**src/rtl/ksa_controller.sv**
```systemverilog
// RC4 key-scheduling sequencer. It first fills the S-memory with the identity
// permutation, then runs the 256 j/swap iterations over the single port.
module ksa_controller #(
  parameter int KEY_W  = 24,
  parameter int ADDR_W = 8
) (
  input  logic              clk,
  input  logic              reset_n,
  input  logic              start,
  input  logic [KEY_W-1:0]  secret_key,
  input  logic [ADDR_W-1:0] q,
  output logic [ADDR_W-1:0] address,
  output logic [ADDR_W-1:0] data,
  output logic              wren,
  output logic              busy,
  output logic              done
);

  typedef enum logic [3:0] {
    IDLE, INIT, RD_SI, CAP_SI, RD_SJ, CAP_SJ, WR_SI, WR_SJ, DONE
  } state_t;

  state_t            state, state_nx;
  logic [KEY_W-1:0]  key_r;
  logic [ADDR_W-1:0] i, j, si, j_nx;
  logic [1:0]        kidx;
  logic [7:0]        key_byte;
  logic              i_last;

  assign i_last = (i == {ADDR_W{1'b1}});

  // kidx tracks i mod 3 so no divider is needed
  always_comb begin
    case (kidx)
      2'd0:    key_byte = key_r[KEY_W-1 -: 8];
      2'd1:    key_byte = key_r[KEY_W-9 -: 8];
      default: key_byte = key_r[7:0];
    endcase
  end

  assign j_nx = j + q + ADDR_W'(key_byte);

  always_ff @(posedge clk) begin
    if (!reset_n) state <= IDLE;
    else          state <= state_nx;
  end

  always_comb begin
    state_nx = state;
    case (state)
      IDLE:    if (start) state_nx = INIT;
      INIT:    if (i_last) state_nx = RD_SI;
      RD_SI:   state_nx = CAP_SI;
      CAP_SI:  state_nx = RD_SJ;
      RD_SJ:   state_nx = CAP_SJ;
      CAP_SJ:  state_nx = WR_SI;
      WR_SI:   state_nx = WR_SJ;
      WR_SJ:   state_nx = i_last ? DONE : RD_SI;
      DONE:    state_nx = IDLE;
      default: state_nx = IDLE;
    endcase
  end

  // Outputs are loaded on the edge entering the state they belong to, so
  // each state's address/data/wren are stable for its whole cycle.
  always_ff @(posedge clk) begin
    if (!reset_n) begin
      address <= '0;
      data    <= '0;
      wren    <= 1'b0;
      busy    <= 1'b0;
      done    <= 1'b0;
      i       <= '0;
      j       <= '0;
      si      <= '0;
      kidx    <= '0;
      key_r   <= '0;
    end else begin
      case (state)
        IDLE: if (start) begin
          key_r   <= secret_key;
          i       <= '0;
          j       <= '0;
          kidx    <= '0;
          done    <= 1'b0;
          busy    <= 1'b1;
          address <= '0;
          data    <= '0;
          wren    <= 1'b1;
        end
        INIT: begin
          if (i_last) begin
            i       <= '0;
            address <= '0;
            wren    <= 1'b0;
          end else begin
            i       <= i + ADDR_W'(1);
            address <= i + ADDR_W'(1);
            data    <= i + ADDR_W'(1);
          end
        end
        CAP_SI: begin
          si      <= q;
          j       <= j_nx;
          address <= j_nx;
        end
        // data doubles as the sj holding register
        CAP_SJ: begin
          address <= i;
          data    <= q;
          wren    <= 1'b1;
        end
        WR_SI: begin
          address <= j;
          data    <= si;
          wren    <= 1'b1;
        end
        WR_SJ: begin
          wren <= 1'b0;
          if (i_last) begin
            busy <= 1'b0;
            done <= 1'b1;
          end else begin
            i       <= i + ADDR_W'(1);
            address <= i + ADDR_W'(1);
            kidx    <= (kidx == 2'd2) ? 2'd0 : kidx + 2'd1;
          end
        end
        default: ;
      endcase
    end
  end

endmodule

```
**config.mk**
```make
export PLATFORM = sky130hd
export DESIGN_NAME = ksa_controller
export DESIGN_NICKNAME = d
export VERILOG_FILES = /design/src/rtl/ksa_controller.sv
export SDC_FILE = /design/constraint.sdc
export NUM_CORES = 1
export LEC_CHECK = 0
export ABC_AREA = 1
export BUFFER_PORTS_ARGS = -buffer_cell sky130_fd_sc_hd__buf_2
export CORE_MARGIN = 8
export CORE_UTILIZATION = 55
export CTS_CLUSTER_DIAMETER = 50
export DETAILED_ROUTE_END_ITERATION = 16
export PLACE_DENSITY = 0.74
export SKIP_CTS_REPAIR_TIMING = 1
export SLEW_MARGIN = 0
export SYNTH_ARGS = -nofsm -noshare
export SYNTH_HDL_FRONTEND = slang
export SYNTH_SLANG_ARGS = --single-unit
```
**constraint.sdc**
```tcl
create_clock -name clk -period 4.06 [get_ports clk]
set_input_delay 0.203 -clock clk [delete_from_list [all_inputs] [get_ports clk]]
set_output_delay 0.203 -clock clk [all_outputs]
set_load 0.1 [all_outputs]
```
==> flow_metrics.env, run 1 <==
export IMPL_status="complete, no violations"
export IMPL_post_route_util_pct=63.8
export IMPL_syn_nets=579
export IMPL_intPower_mw=1.18
export IMPL_clkSinkCount=73
export IMPL_maxCapViolCount=0
export IMPL_antenna_cells=0
export IMPL_rsz0062_at_grt="no"
export IMPL_nets=627
export IMPL_num_rows=30
export IMPL_syn_area_per_cell_sq_um=7.17
export IMPL_cp_end_kind="flop"
export IMPL_first_iter_violations=181
export IMPL_yosysTopAreaCellShare_pct=38.5
export IMPL_die_area_sq_um=9810
export IMPL_grt_pass1_vias=3468
export IMPL_grt_usage_pct=21.6
export IMPL_fin_setup_tns_ps=0
export IMPL_netSwitchingFraction_pct=35.7
export IMPL_clk_path_buf_depth=2
export IMPL_hold_viol_final=0
export IMPL_h_tree_depth=3
export IMPL_cts_root_buffer="clkbuf_8"
export IMPL_netlist_area_sq_um=3790
export IMPL_cp_start_kind="flop"
export IMPL_worstMarginPinSlew_ps=1000
export IMPL_grt_max_degree=45
export IMPL_routabilityCongestion=0.909
export IMPL_path_clk_slew_ps=80
export IMPL_synth_edf_count=0
export IMPL_worst_ep_required_time_ps=4250
export IMPL_drv_slew=0
export IMPL_yosysSeqAreaShare_pct=38.5
export IMPL_vdd_drop_max_mv=0.206
export IMPL_die_width_um=99.1
export IMPL_areaGrowthSynthToFinish_pct=12.9
export IMPL_clk_latency_ps=350
export IMPL_clkPwrFrac_pct=29.6
export IMPL_async_reset_ff_share_pct=0
export IMPL_core_area_sq_um=6720
export IMPL_ios=54
export IMPL_crit_type="flop to flop"
export IMPL_p_seq_share_pct=44.3
export IMPL_antenna_found_initial=1
export IMPL_fillers=633
export IMPL_dr_pass1_iters=5
export IMPL_cts_buffers=9
export IMPL_min_period_ps=3140
export IMPL_hold_path_class="primary input to flop"
export IMPL_ant_nets=0
export IMPL_finClkSkew_ps=12.0
export IMPL_finalSetupViolCount=0
export IMPL_ys_flop_type="dfxtp_1"
export IMPL_synth_distinct_cells=40
export IMPL_power_switching_mw=0.658
export IMPL_overflow=0
export IMPL_io_buffers=53
export IMPL_die_h_um=99.1
export IMPL_synth_area_leaders="dfxtp_1, nand2_1, o21ai_0, a21oi_1, nor2_1"
export IMPL_cp_max_fo=10
export IMPL_wl_um=10100
export IMPL_fmax_mhz=319
export IMPL_vias_per_cell=5.50
export IMPL_vias=3638
export IMPL_synthCells=529
export IMPL_floorplan_initialDensity_pct=56.5
export IMPL_power_density_nw_per_um2=430
export IMPL_yosys_warnings=0
export IMPL_dpl_hpwl_um=7600
export IMPL_drc=0
export IMPL_max_slew_margin_pct=33.0
export IMPL_combPwrFrac_pct=26.1
export IMPL_yosys_area_top_type="dfxtp_1"
export IMPL_cts_tree="done"
export IMPL_holdWs_ps=69.2
export IMPL_post_route_period_util_pct=77.2
export IMPL_p_leak_nw=1.97
export IMPL_grt_pass1_wl_um=16900
export IMPL_crit_arrival_ps=3320
export IMPL_wire_per_inst_um=15.3
export IMPL_synth_seq_cells=73
export IMPL_drive_gt1_share_pct=17.9
[cell families (layout without fill, tap and decap cells)]
kind of cell | Yosys count | in the layout | share of synthesized area, %
buffers and inverters | 82 | 135 | 8.44
adders and majority gates | 15 | 15 | 6.53
xor gates and xnor gates | 4 | 4 | 0.924
and+or+nand+nor | 230 | 230 | 27.3
AOI/OAI and AO/OA | 125 | 125 | 18.2
DFF | 73 | 73 | 38.5
[stage by stage]
step                      cell area (sq um)  instances  power [mW]  setup WS (ps)
after floorplan                        3790        529        1.19           1490
after detailed placement               4090        646        1.31           1020
after global placement                 4090        646        1.31           1200
final                                  4280        662        1.84            925
after global routing                   4280        662        1.94            598
after CTS                              4280        662        1.85            994
[state kept, by name, indices dropped and copies added (netlist names)]
| register | count |
|---|---|
| busy | 1 |
| wren | 1 |
| j | 8 |
| address | 8 |
| kidx | 2 |
| si | 8 |
| i | 8 |
| key_r | 24 |
| state | 4 |
| done | 1 |
| data | 8 |
[power by group through the flow]
stage	registers (mW)	clock network [mW]	logic, mW
final	0.816	0.545	0.482
after global routing	0.823	0.575	0.539
after CTS	0.816	0.549	0.481
after detailed placement	0.832	0	0.480
after global placement	0.833	0	0.478
after floorplan	0.904	0	0.289
[worst max-delay path, stage by stage, from the launching register on]
cell and delay, ps:
dfxtp_1 560, inv_1 140, nand2_1 210, o21ai_0 140, fa_1 500, ha_1 180, inv_1 70, fa_1 430
o21ai_0 260, a21oi_1 100, o21ai_0 140, nand3b_1 120, nand2_1 80, a21oi_1 60
[placed cells by master (no fill, tap or decap), types with 3 or more instances in the layout]
cell / netlist / routed
nand2_1: 114 / 114
o21ai_0: 55 / 55
inv_2: 8 / 8
nor3_1: 5 / 5
ha_1: 7 / 7
clkbuf_8: 0 / 12
inv_1: 55 / 55
a22oi_1: 6 / 6
nand2_2: 8 / 8
fa_1: 8 / 8
nor2_4: 6 / 6
nand4_1: 4 / 4
nor2_2: 4 / 4
o211ai_1: 4 / 4
dfxtp_1: 73 / 73
nor2_1: 64 / 64
xor2_1: 3 / 3
nand3_1: 17 / 17
buf_2: 7 / 53
a21oi_1: 48 / 48
[worst paths after layout]
| check | to | cells past startpoint | startpoint | slack [ps] |
|---|---|---|---|---|
| setup / recovery | address[5] | 13 | kidx[1] | 920 |
| hold / removal | key_r[7] | 3 | secret_key[7] | 70 |
| setup reg to reg | address[5] | 13 | kidx[1] | 920 |
| hold reg to reg | key_r[13] | 2 | key_r[13] | 450 |
[per-layer routing]
metal	GRT usage (%)	share of wire (%)	up-vias
met5	0	0.18	-
met4	9.31	2.4	2
met3	4.16	7.4	22
met2	35.1	46	148
met1	27.2	44	1661
li1	-	-	1805
[area by class of cell]
type / count / area, sq um / area share [%]
Inverter: 65 / 246 / 5.75
Clock inverter: 4 / 26.3 / 0.613
Clock buffer: 12 / 165 / 3.86
Sequential cell: 73 / 1460 / 34.1
Tap cell: 80 / 100 / 2.34
Timing Repair Buffer: 54 / 273 / 6.37
Multi-Input combinational cell: 374 / 2010 / 47.0
[synthesized netlist by cell type, types with 7 or more instances]
cell type / instances
fa_1: 8
inv_2: 8
inv_1: 55
ha_1: 7
a21oi_1: 48
nand2_2: 8
dfxtp_1: 73
buf_2: 7
clkbuf_1: 9
nor2_1: 64
nand2_1: 114
o21ai_0: 55
nand3_1: 17
(Power assumes the default switching activity.)
==> run 2, diff against run 1 <==
- clock period: 4.06 -> 3.18 ns (I/O delays scaled with it)
==> run 2 against run 1 <==
Sequential power up 27%. Critical path depth is the same. Global-route usage increased by 0.70 points. Clock-buffer cell count did not move. Critical endpoint unchanged. First-iteration DRC count is 13% higher. Maximum frequency grew 9.3%.
==> flow_metrics.env, run 2 (synthesized netlist as in run 1, its figures left out) <==
export IMPL_cp_max_fo=10
export IMPL_clk_latency_ps=360
export IMPL_hold_path_endpoint="key_r[3]"
export IMPL_reg2reg_depth=13
export IMPL_dr_pass1_iters=5
export IMPL_fin_setup_tns_ps=0
export IMPL_areaGrowthSynthToFinish_pct=13.5
export IMPL_drc=0
export IMPL_rr_endpoint="address[5]"
export IMPL_antenna_cells=0
export IMPL_num_rows=30
export IMPL_hold_viol_final=0
export IMPL_cp_start_kind="flop"
export IMPL_largest_register_ffs=24
export IMPL_grt_usage_pct=22.3
export IMPL_first_iter_violations=204
export IMPL_vdd_drop_max_mv=0.255
export IMPL_grt_use_met2_pct=37.4
export IMPL_overflow=0
export IMPL_die_h_um=99.1
export IMPL_routabilityCongestion=0.902
export IMPL_r2r_start="kidx[1]"
export IMPL_cts_buffers=9
export IMPL_cp_end_kind="flop"
export IMPL_ios=54
export IMPL_combPwrFrac_pct=25.8
export IMPL_netSwitchingFraction_pct=35.3
export IMPL_hold_depth=3
export IMPL_busiest_layer="met2"
export IMPL_ant_nets=0
export IMPL_floorplan_initialDensity_pct=56.5
export IMPL_mostFrequentLayoutCell="nand2_1"
export IMPL_cp_slowest_cell="fa_1"
export IMPL_slowest_delay_ps=500
export IMPL_status="complete, no violations"
export IMPL_drive_gt1_share_pct=18.0
export IMPL_layout_cells_non_filler=663
export IMPL_grt_use_met3_pct=4.51
export IMPL_finalSetupViolCount=0
export IMPL_hold_path_class="primary input to flop"
export IMPL_io_buffers=53
export IMPL_crit_arrival_ps=3060
export IMPL_clkPwrFrac_pct=31.0
export IMPL_die_width_um=99.1
export IMPL_fmax_mhz=349
export IMPL_vias_per_cell=5.46
export IMPL_die_area_sq_um=9810
export IMPL_path_clk_slew_ps=80
export IMPL_h_tree_depth=3
export IMPL_wl_um=10500
export IMPL_dp_cells=648
export IMPL_finClkSkew_ps=9.94
export IMPL_drv_slew=0
export IMPL_antenna_found_initial=0
export IMPL_dpl_hpwl_um=7820
export IMPL_post_route_period_util_pct=90.2
export IMPL_fillers=638
export IMPL_clkSinkCount=73
export IMPL_worst_ep_required_time_ps=3370
export IMPL_worstMarginPinSlew_ps=1020
export IMPL_most_common_layout_cells="nand2_1, dfxtp_1, nor2_1"
export IMPL_path_delay_family="adder cells"
export IMPL_power_switching_mw=0.854
export IMPL_intPower_mw=1.57
export IMPL_min_period_ps=2870
export IMPL_wire_per_inst_um=15.9
export IMPL_path_cells="inv_1 > nand2_1 > o21ai_0 > fa_1 > ha_1 > inv_1 > fa_1 > o21ai_0 > a21oi_1 > o21ai_0 > nand3b_1 > nand2_1 > a21oi_1"
export IMPL_rrSetupSlack_ps=310
export IMPL_cts_root_buffer="clkbuf_8"
export IMPL_grt_max_degree=45
export IMPL_grt_pass1_wl_um=17300
export IMPL_p_leak_nw=1.99
export IMPL_clk_path_buf_depth=2
export IMPL_grt_pass1_vias=3556
export IMPL_hp_start="secret_key[3]"
export IMPL_rsz0062_at_grt="no"
export IMPL_cts_tree="done"
export IMPL_vias=3619
export IMPL_power_density_nw_per_um2=563
export IMPL_max_slew_margin_pct=31.8
export IMPL_core_area_sq_um=6720
export IMPL_cp_common_cell="o21ai_0"
export IMPL_p_seq_share_pct=43.1
export IMPL_maxCapViolCount=0
export IMPL_crit_type="flop to flop"
export IMPL_use_met1_pct=27.4
export IMPL_nets=629
export IMPL_largest_register="key_r"
export IMPL_crit_buf_inv=2
run 2: cell count changes in the layout (fill, tap and decap cells not counted):
cell / previous run / this run
buf_4: 1 / 3
bufinv_16: 0 / 1
clkbuf_1: 0 / 1
clkbuf_8: 12 / 11
clkinv_4: 1 / 0
clkinvlp_4: 1 / 0
dfxtp_1: 73 / 72
dfxtp_2: 0 / 1
run 2: routing by layer:
metal | vias to the layer above | share of wire, %
met5 | - | 0
met4 | 0 | 2.3
met3 | 22 | 5.4
met2 | 116 | 48
met1 | 1671 | 45
li1 | 1810 | -
run 2: worst max-delay path by stage:
stage                     startpoint         end  cells after the start
after global routing         kidx[1]  address[5]                     13
after floorplan              kidx[1]  address[5]                     14
after CTS                    kidx[1]  address[5]                     13
after detailed placement     kidx[1]  address[5]                     13
after global placement       kidx[1]  address[5]                     13
final                        kidx[1]  address[5]                     13
run 2: power by group through the flow:
stage          clock network, mW  logic [mW]  registers, mW
2_1_floorplan                  0       0.369           1.15
3_3_place_gp                   0       0.610           1.06
3_5_place_dp                   0       0.617           1.06
4_1_cts                    0.756       0.622           1.04
5_1_grt                    0.794       0.693           1.05
6_report                   0.752       0.625           1.04
run 2: cell type report:
cell class | count | area [sq um] | area share [%]
well taps | 80 | 100 | 2.33
clock buffers | 12 | 155 | 3.60
multi-input cells | 374 | 2010 | 46.7
flip-flops and latches | 73 | 1460 | 34.0
inverters | 65 | 246 | 5.73
repair buffers | 56 | 288 | 6.69
clock inverters | 3 | 40.0 | 0.930
run 2: worst register-to-register path: cells and delay by family, from the launching register on:
family / cells / cell delay [ps]
AOI/OAI and AO/OA: 5 / 650
adders and majority gates: 3 / 1100
buffers and inverters: 2 / 170
DFF: 1 / 430
and+or+nand+nor: 3 / 380
run 2: metrics by stage:
step / utilization [%] / hold slack [ps] / total power, mW / instance area (sq um) / setup slack [ps]
after floorplan: - / 294 / 1.52 / 3790 / 605
after global routing: 64.1 / 25.0 / 2.54 / 4300 / 80.0
after CTS: 64.0 / 15.9 / 2.42 / 4300 / 186
after detailed placement: 61.1 / 385 / 1.68 / 4110 / 194
after global placement: 61.1 / 380 / 1.67 / 4110 / 307
final: 64.1 / 20.4 / 2.42 / 4300 / 311
